[src/rtl/chunked_addsub.sv]
// Multi-cycle add/subtract that walks an N-bit operand pair C bits per clock, LSB chunk first,
// with a registered carry/borrow chain and a ready/valid handshake on both sides.
module chunked_addsub #(
  parameter int N = 16,
  parameter int C = 4
) (
  input  logic         clk,
  input  logic         rst,
  input  logic         in_valid,
  output logic         in_ready,
  input  logic [N-1:0] a,
  input  logic [N-1:0] b,
  input  logic         op,
  input  logic         cin,
  output logic         out_valid,
  input  logic         out_ready,
  output logic [N-1:0] result,
  output logic         cout,
  output logic         zero,
  output logic         neg,
  output logic         ovf
);

  localparam int K  = N / C;
  localparam int KW = (K > 1) ? $clog2(K) : 1;

  if (N < 1 || C < 1 || C > N || (N % C) != 0) begin : g_bad_params
    $error("chunked_addsub: need N >= 1, 1 <= C <= N and N %% C == 0");
  end

  typedef enum logic [1:0] {IDLE, RUN, DONE} state_t;

  state_t        r_state;
  logic [KW-1:0] r_k;
  logic [N-1:0]  r_a;
  logic [N-1:0]  r_b;
  logic          r_op;
  logic          r_chain;
  logic [N-1:0]  r_acc;
  logic [N-1:0]  r_result;
  logic          r_cout;
  logic          r_zero;
  logic          r_neg;
  logic          r_ovf;
  logic          r_out_valid;

  logic [C-1:0]  w_ca;
  logic [C-1:0]  w_cb;
  logic [C-1:0]  w_sum;
  logic [C:0]    w_ch;
  logic [N-1:0]  w_acc_next;
  logic          w_last;
  logic          w_ovf;

  assign w_ca   = r_a[r_k*C +: C];
  assign w_cb   = r_b[r_k*C +: C];
  assign w_last = (r_k == KW'(K - 1));

  // One chunk of the ripple chain; w_ch[0] is the carry/borrow left by the previous chunk.
  // NOTE: every always_comb output gets a default before any conditional write, so no latch.
  always_comb begin
    w_sum   = '0;
    w_ch    = '0;
    w_ch[0] = r_chain;
    for (int i = 0; i < C; i++) begin
      w_sum[i] = w_ca[i] ^ w_cb[i] ^ w_ch[i];
      if (r_op)
        w_ch[i+1] = (w_ca[i] & w_cb[i]) | ((w_ca[i] ^ w_cb[i]) & w_ch[i]);
      else
        w_ch[i+1] = (~w_ca[i] & w_cb[i]) | (~(w_ca[i] ^ w_cb[i]) & w_ch[i]);
    end
  end

  always_comb begin
    w_acc_next = r_acc;
    w_acc_next[r_k*C +: C] = w_sum;
  end

  assign w_ovf = r_op ? ((r_a[N-1] == r_b[N-1]) & (w_acc_next[N-1] != r_a[N-1]))
                      : ((r_a[N-1] != r_b[N-1]) & (w_acc_next[N-1] != r_a[N-1]));

  // NOTE: sequential state uses non-blocking assignments only, so every flop samples pre-edge values.
  always_ff @(posedge clk or posedge rst) begin
    if (rst) begin
      r_state     <= IDLE;
      r_k         <= '0;
      r_a         <= '0;
      r_b         <= '0;
      r_op        <= 1'b0;
      r_chain     <= 1'b0;
      r_acc       <= '0;
      r_result    <= '0;
      r_cout      <= 1'b0;
      r_zero      <= 1'b0;
      r_neg       <= 1'b0;
      r_ovf       <= 1'b0;
      r_out_valid <= 1'b0;
    end else begin
      case (r_state)
        IDLE: begin
          if (in_valid) begin
            r_a     <= a;
            r_b     <= b;
            r_op    <= op;
            r_chain <= cin;
            r_k     <= '0;
            r_state <= RUN;
          end
        end
        RUN: begin
          r_acc   <= w_acc_next;
          r_chain <= w_ch[C];
          if (w_last) begin
            // Published fields change only here, so partial chunks never appear as valid.
            r_result    <= w_acc_next;
            r_cout      <= w_ch[C];
            r_zero      <= (w_acc_next == '0);
            r_neg       <= w_acc_next[N-1];
            r_ovf       <= w_ovf;
            r_out_valid <= 1'b1;
            r_state     <= DONE;
          end else begin
            r_k <= r_k + 1'b1;
          end
        end
        DONE: begin
          if (out_ready) begin
            r_out_valid <= 1'b0;
            r_state     <= IDLE;
          end
        end
        default: r_state <= IDLE;
      endcase
    end
  end

  // Gated by rst so in_ready is low throughout reset and high as soon as it is released.
  assign in_ready  = (r_state == IDLE) & ~rst;
  assign out_valid = r_out_valid;
  assign result    = r_result;
  assign cout      = r_cout;
  assign zero      = r_zero;
  assign neg       = r_neg;
  assign ovf       = r_ovf;

endmodule

[config.mk]
export PLATFORM = sky130hd
export DESIGN_NAME = chunked_addsub
export DESIGN_NICKNAME = d
export VERILOG_FILES = /design/src/rtl/chunked_addsub.sv
export SDC_FILE = /design/constraint.sdc
export NUM_CORES = 1
export LEC_CHECK = 0
export ABC_AREA = 0
export ABC_CLOCK_PERIOD_IN_PS = 5300
export CAP_MARGIN = 20
export CORE_MARGIN = 3
export CORE_UTILIZATION = 50
export DETAILED_ROUTE_END_ITERATION = 7
export PLACE_DENSITY = 0.77
export SYNTH_ARGS = -nofsm -noshare
export SYNTH_HDL_FRONTEND = slang
export SYNTH_SLANG_ARGS = --single-unit
[constraint.sdc]
create_clock -name clk -period 5.3 [get_ports clk]
set_clock_uncertainty 0.05 [all_clocks]
set_input_delay 0.795 -clock clk [delete_from_list [all_inputs] [get_ports clk]]
set_output_delay 0.795 -clock clk [all_outputs]
set_load 0.01 [all_outputs]
# [Word-level counts from Yosys, hierarchy flattened]
# Cells that the tools add are included.
[op_classes] add_sub_neg=2 n_mul=0 n_div=0 n_lt_le_gt_ge=0 n_eq_ne=10 shifts=4 mux=18 bitwise_logic=44 reduce_logical=10
[op_table] operator="$neg 4->34" count=1
[op_table] operator="$shift 4x34->16 const A" count=1
[op_table] operator="$shiftx 4x34->16" count=1
[op_table] operator="$shiftx 16x5->4" count=2
[op_table] operator="$and 1x1->1" count=19
[op_table] operator="$bwmux 16" count=1
[op_table] operator="$logic_not 16->1" count=1
[op_table] operator="$mux 2" count=5
[op_table] operator="$not 1->1" count=9
[op_table] operator="$reduce_and 3->1" count=3
[op_table] operator="$mux 1" count=8
[op_table] operator="$ne 2x2->1 const B" count=4
[op_table] operator="$or 1x1->1" count=8
[op_table] operator="$xor 1x1->1" count=8
[op_table] operator="$pmux 2 s3" count=1
[op_table] operator="$reduce_and 2->1" count=3
[op_table] operator="$eq 2x2->1 const B" count=2
[op_table] operator="$pmux 1 s2" count=2
[op_table] operator="$pmux 2 s2" count=1
[op_table] operator="$reduce_bool 2->1" count=2
[op_table] operator="$add 2x1->2 const B" count=1
[op_table] operator="$eq 2x1->1 const B" count=1
[op_table] operator="$logic_not 2->1" count=1
[op_table] operator="$ne 1x1->1" count=2
[op_table] operator="$eq 1x1->1" count=1
[totals] register_bits=75 latchBits=0 ram_bits=0 romBits=0 input_bits=38 out_inout_bits=22 elab_cells=101 n_memories=0

# [Logic depth before layout (Yosys ltp)]
[depth] ltp_word=18 ltp_mapped=16 depth_no_buf=14

# [Worst setup path before layout]
# Ideal clock, no wire load.
[synth_timing] kind="flip-flop to flip-flop" from="register r_k[0]" to="register r_zero, in the netlist zero" setup_ns=0.095 arrival_time_ns=4.236 required_ns=5.155 path_slack_ns=0.918 path_stages_with_launch=17 n_path_buf=2 synth_period_minus_slack_ns=4.382 cell_sequence="dfrtp_1 > buf_6 > buf_2 > mux4_2 > inv_1 > fa_1 > mux2i_1 > fa_1 > mux2_2 > fa_1 > mux2i_1 > fa_1 > nor2_2 > a41oi_1 > nand2_1 > or4_1 > o31ai_1"
[synth_between] elab_chain_len=16 word_cells_on_any_way=44 classes_between="add/sub: 1; eq/ne: 1; shift: 4; mux: 4; bitwise: 32; reduce/logical: 2"
[synth_rtl] element="start: declaration" line="34" rtl="logic [KW-1:0] r_k;"
[synth_rtl] element="start signal: assignment" line="123" rtl="r_k <= r_k + 1'b1;"
[synth_rtl] element="$shiftx 16x5->4, on equally long branches" line="55, 56"
[synth_rtl] element="$xor 1x1->1" line="66, 68, 70"
[synth_rtl] element="$not 1->1" line="70" rtl="w_ch[i+1] = (~w_ca[i] & w_cb[i]) | (~(w_ca[i] ^ w_cb[i]) & w_ch[i]);"
[synth_rtl] element="$and 1x1->1" line="70"
[synth_rtl] element="$or 1x1->1" line="70"
[synth_rtl] element="$mux 1" line="67" rtl="if (r_op)"
[synth_rtl] element="$and 1x1->1, on equally long branches" line="70, 68"
[synth_rtl] element="$or 1x1->1, on equally long branches" line="70, 68"
[synth_rtl] element="$mux 1" line="67"
[synth_rtl] element="$and 1x1->1, on equally long branches" line="70, 68"
[synth_rtl] element="$or 1x1->1, on equally long branches" line="70, 68"
[synth_rtl] element="$mux 1" line="67"
[synth_rtl] element="$xor 1x1->1" line="66" rtl="w_sum[i] = w_ca[i] ^ w_cb[i] ^ w_ch[i];"
[synth_rtl] element="$shiftx 4x34->16" line="76" rtl="w_acc_next[r_k*C +: C] = w_sum;"
[synth_rtl] element="$bwmux 16" line="76"
[synth_rtl] element="$logic_not 16->1" line="117" rtl="r_zero <= (w_acc_next == '0);"
[synth_rtl] element="end signal: assignment" line="117"
[synth_rtl] element="end: declaration" line="42" rtl="logic r_zero;"
# Parallel ways exist; a longest one is shown, timed or not.
# A chain may end at the register's enable or synchronous reset.

# [Worst setup path in the final report]
# Ends and elaborated chain as after synthesis.

==> summary by stage <==
Yosys
Counting flops with a built-in enable in the synthesized netlist gives 0. When the netlist entered floorplanning its net count stood at 357. The post-synthesis sequential element count is 74. Ranked by total cell area, the synthesized netlist is headed by dfrtp_1, mux2_1, mux4_2. The most numerous cell in the Yosys netlist is dfrtp_1. In the synthesized netlist, the number of instances is between 300 and 400. The distinct cell type count of the synthesized netlist is 43.

For this run, the register share of the synthesized area comes to 51.2%. By count the netlist is led by dfrtp_1, nand2_1, mux2_1. In this run the mean area of a mapped cell was 11.9 sq um. The count of synthesis-stage warnings from yosys is 0.

The async set-reset flop share out of synthesis is between 90% and 100%. In this run the cell area of the synthesized design comes to 3610 sq um. The cell accounting for the most synthesized area is dfrtp_1.

Summed over its instances, the top area cell type makes up between 50% and 60% of the synthesized netlist area. The most used flip-flop cell after synthesis is dfrtp_1.

Routing
The ratio of routed vias to standard cells is 5.42. The routed design has 7090 um of wire. The violation count after the first detailed-route iteration is 128. Summing over every cut layer, the via total after detailed routing is 2,506. In the routed design, unresolved DRC markers number 0.

The routed length per placed instance is 15.4 um. The first detailed-routing pass took 4 iterations. The count of nets left with antenna violations once routing finished came out at 0.

Power
The logic gate share of total power is between 40% and 50%. Internal power comes to ~0.0019 W. Per report_power, the clock group accounts for 19.5% of the total.

The power dissipated by switching net loads is 0.00119 W. The maximum VDD drop is 0.000364 V. The net switching fraction of the power is 38.8%. Sequential cells burn 31.5% of the power. The total design power is about 0.0031 W. The power density over cell area is slightly below 700 nW/um^2. For this design the static power due to leakage is about 1.9 nW.

Clock tree
The total clock buffers created by CTS is 9. TritonCTS built the clock tree. The clock-pin slew on the worst setup and hold paths is 0.08 ns.

The clock sink count is 74. The later pin in the worst-skew pair is clocked with a latency of 0.36 ns. In this run, post-CTS repair resized a total of 0 instances.

The clock passes through at most 2 buffers. In this run the number of H-tree levels came out at 3. The total of hold buffers inserted after clock tree synthesis is 0. In this run the post-CTS setup repair buffer count came out at 0. The root buffer cell chosen for the clock tree is clkbuf_8.

Setup path
The launching point of the worst reg2reg path is r_k[0]. The capturing point of the worst reg2reg path is zero. The highest fanout seen on the critical path is 8.

STA classifies the critical path startpoint as a register. The signal on the critical path passes through mux4_2 -> inv_1 -> fa_1 -> mux2i_1 -> fa_1 -> mux2_2 -> fa_1 -> mux2i_1 -> fa_1 -> nor2_2 -> a41oi_1 -> nand2_1 -> or4_1 -> o31ai_1. The critical path depth is 14. The most numerous cell type found on the critical path is fa_1. The arrival time at the worst endpoint is 4.84 ns. Counting both buffers and inverters, the worst setup path holds a total of 1. STA classifies the critical path endpoint as a register.

For the worst setup path, the data required time is 5.52 ns. The worst setup path is of the reg2reg kind. In this design, the stage delay of the slowest critical-path cell is 0.66 ns. Tracing the worst setup path back leads to its startpoint at r_k[0]. The number of cells on the worst reg-to-reg path is 14.

The largest individual stage delay along the critical path comes from the cell dfrtp_1. The cell family contributing the most delay on the critical path is multiplexers. For flop-to-flop paths, the worst setup slack is 0.68 ns.

Die
The total area inside the core boundary comes to 6910 sq um. Row generation in the floorplan step produced 30 rows. The die covers 8290 sq um. The vertical die dimension is slightly above 90 um. The starting density of the core is 52.3%.

The horizontal extent of the die is ~91 um. The total I/O pin count is 60.

Cells and area
Relative to the synthesized area, the layout overhead comes to 25.9%. The fill cell total of the finished layout is 541. At the end of the flow, the number of nets in the layout was 413. The number of antenna diodes in the final layout is 0. Once layout is complete, the cells apart from fillers number 462. Of the cells placed in the final design, the portion with a size suffix greater than 1 is 10.9%.

Timing
In the finished design, the share of the clock period the worst path needs comes to 87.2%. The max-slew violation count is 0. The final sum of negative setup slack is 0 ns. For the pin with the worst max-slew slack, the measured transition is approximately 0.92 ns.

The shortest period the worst path allows is 4.62 ns. Headroom to the max-slew limit came out at 38.4%. The final setup violation count is 0. Setup repair after global routing left no endpoint under its margin. The number of hold violations in the final report was 0.

Based on the critical path, the design can be clocked at up to between 0.2 and 0.25 GHz.

GRT
Entering global routing, the biggest net connects 52 pins. The first global-routing pass estimated ~12,000 um of wire. The number of antenna violations at the first check in global routing was 0.

The via count of the first global-routing pass was between 2,000 and 3,000. The global-route congestion overflow total is 0. Global routing used 19.0% of the available tracks across all layers.

Place
The placer's final routability congestion estimate is 0.853. The number of placed instances with taps included is between 400 and 500. The number of buffers added on ports is 59. Detailed placement ended at an HPWL of 5190 um.

Hold path
The capture endpoint of the worst hold path is result[10]. The worst min-delay path startpoint is result[10]. The path class of the lowest-slack min-delay path is reg2reg. The worst hold path passes through 2 cells.

Run
The number of max-capacitance violations reported is 0.

Outcome
The flow ran to the end, and the final reports show no timing, DRC or antenna violations.
logic make-up after synthesis:
logic type | Yosys count | synth area share [%]
adder cells (fa/ha/maj) | 14 | 6.51
multiplexers | 48 | 17.3
AO/OA/AOI/OAI | 57 | 9.52
buffers and inverters | 34 | 4.36
XOR/XNOR | 1 | 0.242
AND/OR/NAND/NOR | 77 | 10.8
flip-flops | 74 | 51.2
routing by layer:
layer	GRT usage [%]	routed length (um)	part of all wire, %	vias up
met2	30.2	3460	49	79
met4	10.9	216	3.0	0
met5	0	0	0	-
li1	-	-	-	1170
met1	24.0	3020	43	1238
met3	4.31	395	5.6	19
placed cells by master (no fill, tap or decap), drive strengths merged:
master,Yosys,layout
ha,6,6
dfrtp,74,74
nor3,4,4
nand2b,1,1
nor2b,10,10
fa,8,8
or4,1,1
mux4,8,8
a21boi,1,1
xnor2,1,1
nand4b,1,1
mux2i,4,4
a31oi,7,7
buf,10,4
nor3b,2,2
nand4,3,3
nand2,40,40
o221ai,3,3
inv,16,16
nor2,7,7
o31ai,1,1
o21a,3,3
o21ai,35,35
and2b,3,3
a21oi,4,4
nand3,2,2
mux2,36,36
and2,1,1
clkbuf,8,12
a41oi,3,3
bufinv,0,4
and3,1,1
clkdlybuf4s50,0,59
nand3b,1,1
through the flow:
stage | area (sq um) | util (%) | hold slack [ns] | setup slack [ns]
2_1_floorplan | 3610 | - | 0.392 | 0.918
3_3_place_gp | 4260 | 61.7 | 0.410 | 0.876
6_report | 4550 | 65.9 | 0.427 | 0.679
5_1_grt | 4550 | 65.9 | 0.448 | 0.375
4_1_cts | 4550 | 65.9 | 0.436 | 0.655
3_5_place_dp | 4260 | 61.7 | 0.419 | 0.674
power by group through the flow:
stage / clock network [W] / logic (W) / registers, W
2_1_floorplan: 0 / 0.00112 / 0.000939
3_3_place_gp: 0 / 0.00147 / 0.000968
3_5_place_dp: 0 / 0.00152 / 0.000981
4_1_cts: 0.000611 / 0.00152 / 0.000970
5_1_grt: 0.000635 / 0.00170 / 0.00100
6_report: 0.000601 / 0.00151 / 0.000969
cell type report:
cell class	instances	area [sq um]	share of cell area (%)
sequential	74	1850	40.7
multi-input combinational	197	1610	35.4
timing repair buffer	63	621	13.6
clock buffer	12	165	3.63
clock inverter	4	120	2.64
tap	96	120	2.64
inverter	16	60.1	1.32
registers in the layout (all words and copies together), names as in the netlist:
name and flops:
r_op 1, out_valid 1, r_k 2, r_state 2, r_chain 1, zero 1
cout 1, r_acc 16, ovf 1, r_a 16, result 16, r_b 16
how the worst max path moves through the flow:
stage	end
after floorplan	zero
after global placement	zero
after detailed placement	zero
after CTS	zero
after global routing	zero
final	zero
tightest hold or removal path: cells and delay by family (launching register included):
| kind | cells | cell delay (ns) |
|---|---|---|
| DFF | 1 | 0.34 |
| and+or+nand+nor | 1 | 0.05 |
| AOI/OAI and AO/OA | 1 | 0.06 |
Note: power is estimated with default switching activity, not from simulation.
